===== src/rtl/muldiv_ctrl_if.sv =====
// ---------------------------------------------------------------------------
// muldiv_ctrl_if
// Handshake and data bundle between the EX stage and the multicycle HI/LO
// unit (muldiv_ctrl).
//
// Signals:
//   start_i     EX -> unit   request a multicycle operation (held until ready_o)
//   op_i[2:0]   EX -> unit   0 MULT,1 MULTU,2 MADD,3 MADDU,4 MSUB,5 MSUBU,6 DIV,7 DIVU
//   opdata1_i   EX -> unit   rs operand / dividend
//   opdata2_i   EX -> unit   rt operand / divisor
//   hi_i, lo_i  EX -> unit   forwarded HI/LO, base for MADD/MSUB
//   annul_i     EX -> unit   pipeline flush
//   result_o    unit -> EX   {HI,LO}; {remainder, quotient} for divides
//   ready_o     unit -> EX   result_o valid
//   stallreq_o  unit -> EX   stall request
//   busy_o      unit -> EX   unit is not idle
//
// Modports:
//   master  the EX side that issues requests
//   slave   the multiply/divide unit
// ---------------------------------------------------------------------------
interface muldiv_ctrl_if;
   logic        start_i;
   logic [2:0]  op_i;
   logic [31:0] opdata1_i;
   logic [31:0] opdata2_i;
   logic [31:0] hi_i;
   logic [31:0] lo_i;
   logic        annul_i;
   logic [63:0] result_o;
   logic        ready_o;
   logic        stallreq_o;
   logic        busy_o;

   modport master (
      output start_i, op_i, opdata1_i, opdata2_i, hi_i, lo_i, annul_i,
      input  result_o, ready_o, stallreq_o, busy_o
   );

   modport slave (
      input  start_i, op_i, opdata1_i, opdata2_i, hi_i, lo_i, annul_i,
      output result_o, ready_o, stallreq_o, busy_o
   );
endinterface


===== src/rtl/muldiv_ctrl.sv =====
// ---------------------------------------------------------------------------
// muldiv_ctrl
// Multicycle multiply / multiply-accumulate / divide unit that produces a
// 64-bit {HI,LO} result for the EX stage.
//
// Ports:
//   clk   rising-edge clock
//   rst   asynchronous active-high reset
//   bus   muldiv_ctrl_if.slave (start/op/operands/hi/lo/annul in,
//         result/ready/stallreq/busy out)
//
// Flow:
//   IDLE -> MUL -> DONE           MULT/MULTU        (ready after 2 cycles)
//   IDLE -> MUL -> ACC -> DONE    MADD*/MSUB*       (ready after 3 cycles)
//   IDLE -> DIV (33 cycles) -> DONE   DIV/DIVU      (ready after 34 cycles)
//   IDLE -> DONE                  divide by zero    (ready after 1 cycle)
//   DONE holds the result while start_i stays high.
//   annul_i returns to IDLE from any state; dropping start_i mid-operation
//   abandons the operation.
// ---------------------------------------------------------------------------
module muldiv_ctrl (
   input  logic            clk,
   input  logic            rst,
   muldiv_ctrl_if.slave    bus
);

   typedef enum logic [2:0] {
      ST_IDLE,
      ST_MUL,
      ST_ACC,
      ST_DIV,
      ST_DONE
   } state_t;

   // op_i[2:1] groups the opcodes into kinds; op_i[0]=0 marks the signed form
   localparam logic [1:0] KIND_MUL  = 2'd0;
   localparam logic [1:0] KIND_MADD = 2'd1;
   localparam logic [1:0] KIND_MSUB = 2'd2;
   localparam logic [1:0] KIND_DIV  = 2'd3;

   localparam logic [5:0] DIV_LAST = 6'd32;

   state_t      state_q;
   state_t      state_d;

   logic [1:0]  kind_q;
   logic [63:0] product_q;
   logic [31:0] divisor_q;
   logic [31:0] rem_q;
   logic [31:0] quo_q;
   logic [5:0]  cnt_q;
   logic        neg_quo_q;
   logic        neg_rem_q;
   logic [63:0] result_q;

   logic        signed_op;
   logic [1:0]  in_kind;
   logic        a_neg;
   logic        b_neg;
   logic [31:0] a_mag;
   logic [31:0] b_mag;
   logic [63:0] prod_mag;
   logic        prod_neg;
   logic [63:0] prod_in;
   logic        div_by_zero;
   logic        advance;

   logic [32:0] div_partial;
   logic        div_fits;
   logic [31:0] div_diff;
   logic [31:0] quo_fixed;
   logic [31:0] rem_fixed;
   logic [63:0] acc_base;

   // Operand preparation: signed ops work on magnitudes so one unsigned
   // multiplier and one unsigned divider serve both flavours. The sign is
   // reapplied to the product here, and to the quotient/remainder at the end
   // of the divide. The magnitude of 0x80000000 is still 0x80000000 when
   // read as unsigned, so the most negative value needs no special case.
   always_comb begin
      signed_op   = ~bus.op_i[0];
      in_kind     = bus.op_i[2:1];
      a_neg       = signed_op & bus.opdata1_i[31];
      b_neg       = signed_op & bus.opdata2_i[31];
      a_mag       = a_neg ? (32'd0 - bus.opdata1_i) : bus.opdata1_i;
      b_mag       = b_neg ? (32'd0 - bus.opdata2_i) : bus.opdata2_i;
      prod_mag    = {32'd0, a_mag} * {32'd0, b_mag};
      prod_neg    = a_neg ^ b_neg;
      prod_in     = prod_neg ? (64'd0 - prod_mag) : prod_mag;
      div_by_zero = (bus.opdata2_i == 32'd0);
      advance     = bus.start_i & ~bus.annul_i;
   end

   // One restoring-divide step: shift the next dividend bit into the partial
   // remainder and subtract the divisor when it fits. The dividend is kept in
   // quo_q and shifted out as quotient bits are shifted in. Whenever the
   // subtraction is taken the true difference is below the divisor, so the
   // low 32 bits of the difference are exact.
   always_comb begin
      div_partial = {rem_q, quo_q[31]};
      div_fits    = (div_partial >= {1'b0, divisor_q});
      div_diff    = div_partial[31:0] - divisor_q;
      quo_fixed   = neg_quo_q ? (32'd0 - quo_q) : quo_q;
      rem_fixed   = neg_rem_q ? (32'd0 - rem_q) : rem_q;
      acc_base    = {bus.hi_i, bus.lo_i};
   end

   // State register. Reset lands in IDLE, which also drops ready/busy at once.
   always_ff @(posedge clk or posedge rst) begin
      if (rst) begin
         state_q <= ST_IDLE;
      end else begin
         state_q <= state_d;
      end
   end

   // Next-state logic. annul_i wins over everything; otherwise losing
   // start_i while working abandons the operation, and the DONE state
   // waits for EX to drop start_i before a new request can be accepted.
   always_comb begin
      state_d = state_q;
      if (bus.annul_i) begin
         state_d = ST_IDLE;
      end else begin
         case (state_q)
            ST_IDLE: begin
               if (bus.start_i) begin
                  if (in_kind != KIND_DIV) begin
                     state_d = ST_MUL;
                  end else if (div_by_zero) begin
                     state_d = ST_DONE;
                  end else begin
                     state_d = ST_DIV;
                  end
               end
            end
            ST_MUL: begin
               if (!bus.start_i) begin
                  state_d = ST_IDLE;
               end else if (kind_q == KIND_MUL) begin
                  state_d = ST_DONE;
               end else begin
                  state_d = ST_ACC;
               end
            end
            ST_ACC: begin
               state_d = bus.start_i ? ST_DONE : ST_IDLE;
            end
            ST_DIV: begin
               if (!bus.start_i) begin
                  state_d = ST_IDLE;
               end else if (cnt_q == DIV_LAST) begin
                  state_d = ST_DONE;
               end
            end
            ST_DONE: begin
               if (!bus.start_i) begin
                  state_d = ST_IDLE;
               end
            end
            default: state_d = ST_IDLE;
         endcase
      end
   end

   // Datapath. Operands, signs and the product are captured only when a
   // request is accepted in IDLE, so later changes on the operand inputs do
   // not disturb an operation in flight. result_q is written only on the
   // step that enters DONE; annul and abort leave it untouched.
   always_ff @(posedge clk or posedge rst) begin
      if (rst) begin
         kind_q    <= KIND_MUL;
         product_q <= 64'd0;
         divisor_q <= 32'd0;
         rem_q     <= 32'd0;
         quo_q     <= 32'd0;
         cnt_q     <= 6'd0;
         neg_quo_q <= 1'b0;
         neg_rem_q <= 1'b0;
         result_q  <= 64'd0;
      end else if (advance) begin
         case (state_q)
            ST_IDLE: begin
               kind_q    <= in_kind;
               product_q <= prod_in;
               divisor_q <= b_mag;
               quo_q     <= a_mag;
               rem_q     <= 32'd0;
               cnt_q     <= 6'd0;
               neg_quo_q <= prod_neg;
               neg_rem_q <= a_neg;
               if ((in_kind == KIND_DIV) && div_by_zero) begin
                  result_q <= 64'd0;
               end
            end
            ST_MUL: begin
               if (kind_q == KIND_MUL) begin
                  result_q <= product_q;
               end
            end
            ST_ACC: begin
               if (kind_q == KIND_MSUB) begin
                  result_q <= acc_base - product_q;
               end else begin
                  result_q <= acc_base + product_q;
               end
            end
            ST_DIV: begin
               if (cnt_q == DIV_LAST) begin
                  result_q <= {rem_fixed, quo_fixed};
               end else begin
                  rem_q <= div_fits ? div_diff : div_partial[31:0];
                  quo_q <= {quo_q[30:0], div_fits};
                  cnt_q <= cnt_q + 6'd1;
               end
            end
            default: begin
            end
         endcase
      end
   end

   // Status outputs decode straight from the state so they follow reset
   // and annul without an extra cycle.
   always_comb begin
      bus.result_o   = result_q;
      bus.ready_o    = (state_q == ST_DONE);
      bus.busy_o     = (state_q != ST_IDLE);
      bus.stallreq_o = bus.start_i & ~bus.ready_o & ~bus.annul_i;
   end

endmodule


===== src/flat_wrapper.sv =====
// flat-port wrapper written by rule: the top's interface ports become plain ports
module muldiv_ctrl_flat 
  (clk, rst, bus_start_i, bus_op_i, bus_opdata1_i, bus_opdata2_i, bus_hi_i, bus_lo_i, bus_annul_i, bus_result_o, bus_ready_o, bus_stallreq_o, bus_busy_o);
  muldiv_ctrl_if bus_i ();
  input  logic clk;
  input  logic rst;
  input wire logic [$bits(bus_i.start_i)-1:0] bus_start_i;
  input wire logic [$bits(bus_i.op_i)-1:0] bus_op_i;
  input wire logic [$bits(bus_i.opdata1_i)-1:0] bus_opdata1_i;
  input wire logic [$bits(bus_i.opdata2_i)-1:0] bus_opdata2_i;
  input wire logic [$bits(bus_i.hi_i)-1:0] bus_hi_i;
  input wire logic [$bits(bus_i.lo_i)-1:0] bus_lo_i;
  input wire logic [$bits(bus_i.annul_i)-1:0] bus_annul_i;
  output wire logic [$bits(bus_i.result_o)-1:0] bus_result_o;
  output wire logic [$bits(bus_i.ready_o)-1:0] bus_ready_o;
  output wire logic [$bits(bus_i.stallreq_o)-1:0] bus_stallreq_o;
  output wire logic [$bits(bus_i.busy_o)-1:0] bus_busy_o;
  assign bus_i.start_i = bus_start_i;
  assign bus_i.op_i = bus_op_i;
  assign bus_i.opdata1_i = bus_opdata1_i;
  assign bus_i.opdata2_i = bus_opdata2_i;
  assign bus_i.hi_i = bus_hi_i;
  assign bus_i.lo_i = bus_lo_i;
  assign bus_i.annul_i = bus_annul_i;
  assign bus_result_o = bus_i.result_o;
  assign bus_ready_o = bus_i.ready_o;
  assign bus_stallreq_o = bus_i.stallreq_o;
  assign bus_busy_o = bus_i.busy_o;
  muldiv_ctrl u_core (.clk(clk), .rst(rst), .bus(bus_i));
endmodule

===== config.mk =====
export PLATFORM = sky130hd
export DESIGN_NAME = muldiv_ctrl_flat
export DESIGN_NICKNAME = d
export VERILOG_FILES = /design/src/rtl/muldiv_ctrl_if.sv /design/src/rtl/muldiv_ctrl.sv /design/src/flat_wrapper.sv
export SDC_FILE = /design/constraint.sdc
export NUM_CORES = 2
export LEC_CHECK = 0
export ABC_CLOCK_PERIOD_IN_PS = 15500
export BUFFER_PORTS_ARGS = -buffer_cell sky130_fd_sc_hd__buf_2
export CAP_MARGIN = 10
export CORE_ASPECT_RATIO = 0.6
export CORE_MARGIN = 4
export CORE_UTILIZATION = 47
export DETAILED_ROUTE_END_ITERATION = 12
export GPL_ROUTABILITY_DRIVEN = 0
export PLACE_DENSITY = 0.62
export SYNTH_ARGS = -nofsm -noshare
export SYNTH_HDL_FRONTEND = slang
export SYNTH_SLANG_ARGS = --single-unit

===== constraint.sdc =====
create_clock -name clk -period 15.5 [get_ports clk]
set_input_delay 2.325 -clock clk [delete_from_list [all_inputs] [get_ports clk]]
set_output_delay 2.325 -clock clk [all_outputs]
set_load 0.1 [all_outputs]

-- Word level (Yosys, flattened, before mapping)
Index checks and enable logic that the tools add are counted.
- register bits after elaboration: 237
- output and inout port bits: 67
- $add $sub $neg: 9
- multipliers: 1
- $lt $le $gt $ge: 1
- eq/ne operators: 15
- multiplexer cells: 28
- bitwise gates (word level): 9
- reductions and logical operators: 11
- operator list (kind ; count):
    two-way mux 64 bit ; 5
    case mux 64 bit (4 select lines) ; 1
    two-way mux 32 bit ; 7
    case mux 32 bit (2 select lines) ; 2
    subtractor 1 x 32 -> 32 bit, first input constant ; 4
    adder 64 bit ; 1
    multiplier 32 x 32 -> 64 bit ; 1
    subtractor 1 x 64 -> 64 bit, first input constant ; 1
    subtractor 64 bit ; 1
    greater-or-equal comparator 33 x 32 -> 1 bit ; 1
    zero test 32 bit ; 1
    subtractor 32 bit ; 1
    two-way mux 3 bit ; 10
    case mux 3 bit (5 select lines) ; 1
    case mux 6 bit (2 select lines) ; 1
    adder 6 x 1 -> 6 bit, second input constant ; 1
    equality test 3 x 2 -> 1 bit, second input constant ; 2
    equality test 6 bit, second input constant ; 1
    two-way mux 6 bit ; 1
    inequality test 2 x 1 -> 1 bit, second input constant ; 3
    inequality test 3 bit, second input constant ; 2
    AND reduction 3 bit ; 2
    AND 1 bit ; 5
    AND reduction 5 bit ; 1
    other kinds (14) ; 18

-- Longest topological paths before layout
- word-level depth: 6
- depth in mapped cells: 40
- gate-level depth less buffers: 36

-- Worst setup path after synthesis
Ideal clock, no wire load.
- path kind: in2reg
- start: input port bus_opdata2_i[7]
- end: register u_core.product_q[61]
- data arrival time: 11.864 ns
- slack: 3.509 ns
- cell stages on the path: 36
- buffers on the path: 4
- path through: clkbuf_1 -> or4_1 -> nor2_1 -> and2_1 -> nand2_1 -> o41ai_1 -> nand2_1 -> xor2_1 -> clkbuf_1 -> nand2_1 -> fa_1 -> inv_1 -> fa_1 -> fa_1 -> fa_1 -> fa_1 -> fa_1 -> fa_1 -> inv_1 -> fa_1 -> inv_1 -> ha_1 -> clkbuf_1 -> nand2_1 -> nor2_1 -> nand4_1 -> o2bb2ai_1 -> nor3_1 -> xnor2_1 -> or3_1 -> nor4_4 -> nor4bb_1 -> buf_2 -> and3_1 -> mux2i_1 -> nand2_1
- longest elaborated chain between the ends: 5
- ends and longest elaborated chain (what ; RTL line ; source):
    from (decl) ; flat_wrapper.sv:10 ; input wire logic [$bits(bus_i.opdata2_i)-1:0] bus_opdata2_i;
    subtractor 1 x 32 -> 32 bit ; muldiv_ctrl.sv:86 ; b_mag = b_neg ? (32'd0 - bus.opdata2_i) : bus.opdata2_i;
    two-way mux 32 bit * ; muldiv_ctrl.sv:86 ;
    multiplier 32 x 32 -> 64 bit * ; muldiv_ctrl.sv:87 ; prod_mag = {32'd0, a_mag} * {32'd0, b_mag};
    subtractor 1 x 64 -> 64 bit ; muldiv_ctrl.sv:89 ; prod_in = prod_neg ? (64'd0 - prod_mag) : prod_mag;
    two-way mux 64 bit * ; muldiv_ctrl.sv:89 ;
    to (signal assigned) ; muldiv_ctrl.sv:185 ; product_q <= prod_in;
    to (decl) ; muldiv_ctrl.sv:47 ; logic [63:0] product_q;
Every way passes the cells marked *; elsewhere a longest branch is shown, timed or not.
A chain may end at the register's enable or synchronous reset.

-- Final worst setup path
- start: input port bus_opdata1_i[3]
- end: register u_core.product_q[61]
- longest elaborated chain between the ends: 5
- ends and longest elaborated chain (what ; RTL line ; source):
    from (decl) ; flat_wrapper.sv:9 ; input wire logic [$bits(bus_i.opdata1_i)-1:0] bus_opdata1_i;
    subtractor 1 x 32 -> 32 bit ; muldiv_ctrl.sv:85 ; a_mag = a_neg ? (32'd0 - bus.opdata1_i) : bus.opdata1_i;
    two-way mux 32 bit * ; muldiv_ctrl.sv:85 ;
    multiplier 32 x 32 -> 64 bit * ; muldiv_ctrl.sv:87 ;
    subtractor 1 x 64 -> 64 bit ; muldiv_ctrl.sv:89 ;
    two-way mux 64 bit * ; muldiv_ctrl.sv:89 ;
Marked as above.

==> metrics.md <==
| Metric | Value |
|---|---|
| HP Class | register to register |
| Crit path largest cell delay | 1.01 ns |
| Die X | 445 microns |
| FMAX | 0.0696 GHz |
| Net count, final | roughly 8000 |
| Post-DRT Antenna Nets | 0 |
| Worst path slowest cell | xor2_2 |
| Drc violations | 0 |
| Area Growth Syn to Fin | 8.03% |
| Cells after Synth | around 6600 |
| Ys async rst share | 100% |
| GR Util All Layers | between 30% and 40% |
| Routed len/inst | ~26 microns |
| Worst-path fanout max | 20 |
| First-pass GRT wire length | about 310000 microns |
| Status | complete, no violations |
| Period Utilization, post-route | 92.7% |
| CTS-repair resized insts | 0 |
| Top Ports | about 200 |
| Yosys top cell area share | 33.4% |
| Final hold vios | 0 |
| Slew @ Worst Pin | between 1 and 1.5 ns |
| RSZ-0062 raised after global routing | false |
| Cts bufs inserted | 23 |
| Worst EP arrival | approximately 15 ns |
| Avg Cell Area, Syn | approximately 8.2 sq um |
| Utilization after layout | 51.5% |
| CTS Hold Buffers Added | 0 |
| Vias | between 40000 and 50000 |
| Ys flop type | dfrtp_1 |
| Vias in the first global route | ~47000 |
| Most common cell after layout, fill and taps aside | inv_1 |
| Setup bufs post-CTS | 0 |
| Initial drt markers | just over 7000 |
| YS warnings | 0 |
| Clock sinks | 237 |
| Longest Clk Path Bufs | 3 |
| Vias/cell | approximately 6.0 |
| Reg clk slew, reported paths | about 0.070 ns |
| Die area | approximately 120000 sq um |
| Detailed Route WL | 211000 microns |
| PortBufs | 201 |
| Starting Density | between 40% and 50% |
| # setup viols final | 0 |
| Dpl hpwl | between 150000 and 200000 microns |
| Global route overflow | 0 |
| Mapped Area | between 50000 and 60000 sq um |
| Initial DRT Pass Iterations | 10 |
| H-tree depth | 1 |
| Post-synthesis sequential area ratio | approximately 11% |
| Mapped Nets | 7968 |
| Die height | around 270 microns |
| Headroom to the max-slew limit | under 10% |
| CTS tree | done |
| Clock Latency Late Sink | roughly 0.58 ns |
| Yosys reg bits | 237 |
| Post-route minimum period | around 14 ns |
| Fin. max-slew vios | 0 |
| Largest area contributor in the netlist | fa_1 |
| Root Driver | clkbuf_16 |
| Number of synthesized flops with an enable pin | 0 |
| Site Rows | 95 |
| Initial antenna violation count | 20 |
| Crit path top cell by count | fa_1 |
| Most frequent cells in the layout | 1005 x inv_1, 898 x fa_1, 887 x nand2_1 |
| Synth cell types | 96 |
| Share of post-route cells with drive strength above 1 | under 10% |
| Max-cap violation count | 0 |
| Largest net degree at the start of global routing | ~120 |
| Crit path capture type | register |
| CP startpoint kind | primary input |
| Setup TNS | 0 ns |
| Final hold slack | approximately 0.48 ns |
| Core box area | about 110000 sq um |
| Required time worst endpoint | 15.95 ns |
| CP Class | primary input to register |
| Clock Skew | about 0.019 ns |
| Top post-synthesis cells by area | fa_1 33%, dfrtp_1 11%, ha_1 8.5% |
## area by class of cell
class	count	area, sq um
Antenna cell	10	25.0
Clock buffer	27	611
Clock inverter	15	179
Fill cell	10649	54700
Inverter	1006	3780
Multi-Input combinational cell	4985	43700
Sequential cell	237	5930
Tap cell	1503	1880
Timing Repair Buffer	338	2050
## metal layers
layer | global-route usage [%] | part of all wire, % | up-vias
li1 | - | - | 21058
met1 | 52.2 | 42 | 24358
met2 | 43.4 | 36 | 3396
met3 | 19.8 | 19 | 285
met4 | 5.10 | 2.0 | 18
met5 | 1.79 | 0.19 | -
## state kept, by name, indices dropped and copies added (netlist names), 2 cells and up
register             cells
u_core.product_q        64
u_core.kind_q            2
u_core.bus.result_o     64
u_core.rem_q            32
u_core.divisor_q        32
u_core.state_q           3
u_core.quo_q            32
u_core.cnt_q             6
## metrics by stage
| stage | cells | worst slack [ns] | instance area (sq um) |
|---|---|---|---|
| floorplan | 6569 | 3.51 | 53800 |
| global placement | 8066 | 1.23 | 57300 |
| detailed placement | 8067 | 1.00 | 57300 |
| CTS | 8109 | 1.58 | 58100 |
| global route | 8114 | 0.765 | 58100 |
| finish | 8121 | 1.13 | 58100 |
## worst max-delay path: cells and delay by family
| kind | cells | cell delay (ns) |
|---|---|---|
| simple gates | 11 | 4.58 |
| fa+ha+maj | 9 | 4.46 |
| compound gates | 5 | 1.41 |
| xor+xnor | 2 | 1.25 |
| buf+inv | 5 | 0.56 |
| mux | 1 | 0.21 |
## synth_stat cells, drive strengths merged, types with 19 or more instances
master and number:
a22oi 35, and3 32, a21oi 280, xnor2 230, fa 898, nand2b 47, nor2b 28, clkbuf 324
a221oi 20, nor4 36, ha 366, and2 32, a222oi 32, nand4 59, or4 26, dfrtp 237
o21a 30, nand2 887, o21bai 36, a21o 79, nand3 50, or3 34, o31ai 55, a31oi 33
nor2 788, o21ai 395, nor3 73, inv 1006, a211oi 19, xor2 179
## worst paths after layout
kind | startpoint | end | slack, ns | cells after the start
min reg2reg | u_core.bus.result_o[4] | u_core.bus.result_o[4] | 0.48 | 2
min | u_core.bus.result_o[4] | u_core.bus.result_o[4] | 0.48 | 2
max reg2reg | u_core.product_q[8] | u_core.bus.result_o[52] | 8.25 | 17
max in group asynchronous | rst | u_core.divisor_q[20] | 11.33 | 4
max | bus_opdata1_i[3] | u_core.product_q[61] | 1.13 | 33
min in group asynchronous | rst | u_core.bus.result_o[0] | 1.90 | 2
## cell families (layout without fill, tap and decap cells)
kind of cell    Yosys count  after routing  share of synthesized area [%]
flops                   237            237                           11.0
compound gates         1142           1142                           13.2
simple gates           2152           2152                           17.4
mux                      18             18                          0.337
xor+xnor                409            409                           6.66
buf+inv                1347           1386                           9.44
other cells               0             10                              0
fa+ha+maj              1264           1264                           41.9
Power is not shown: default switching activity piles up to over one toggle a cycle in this logic, so the estimate is an artifact.
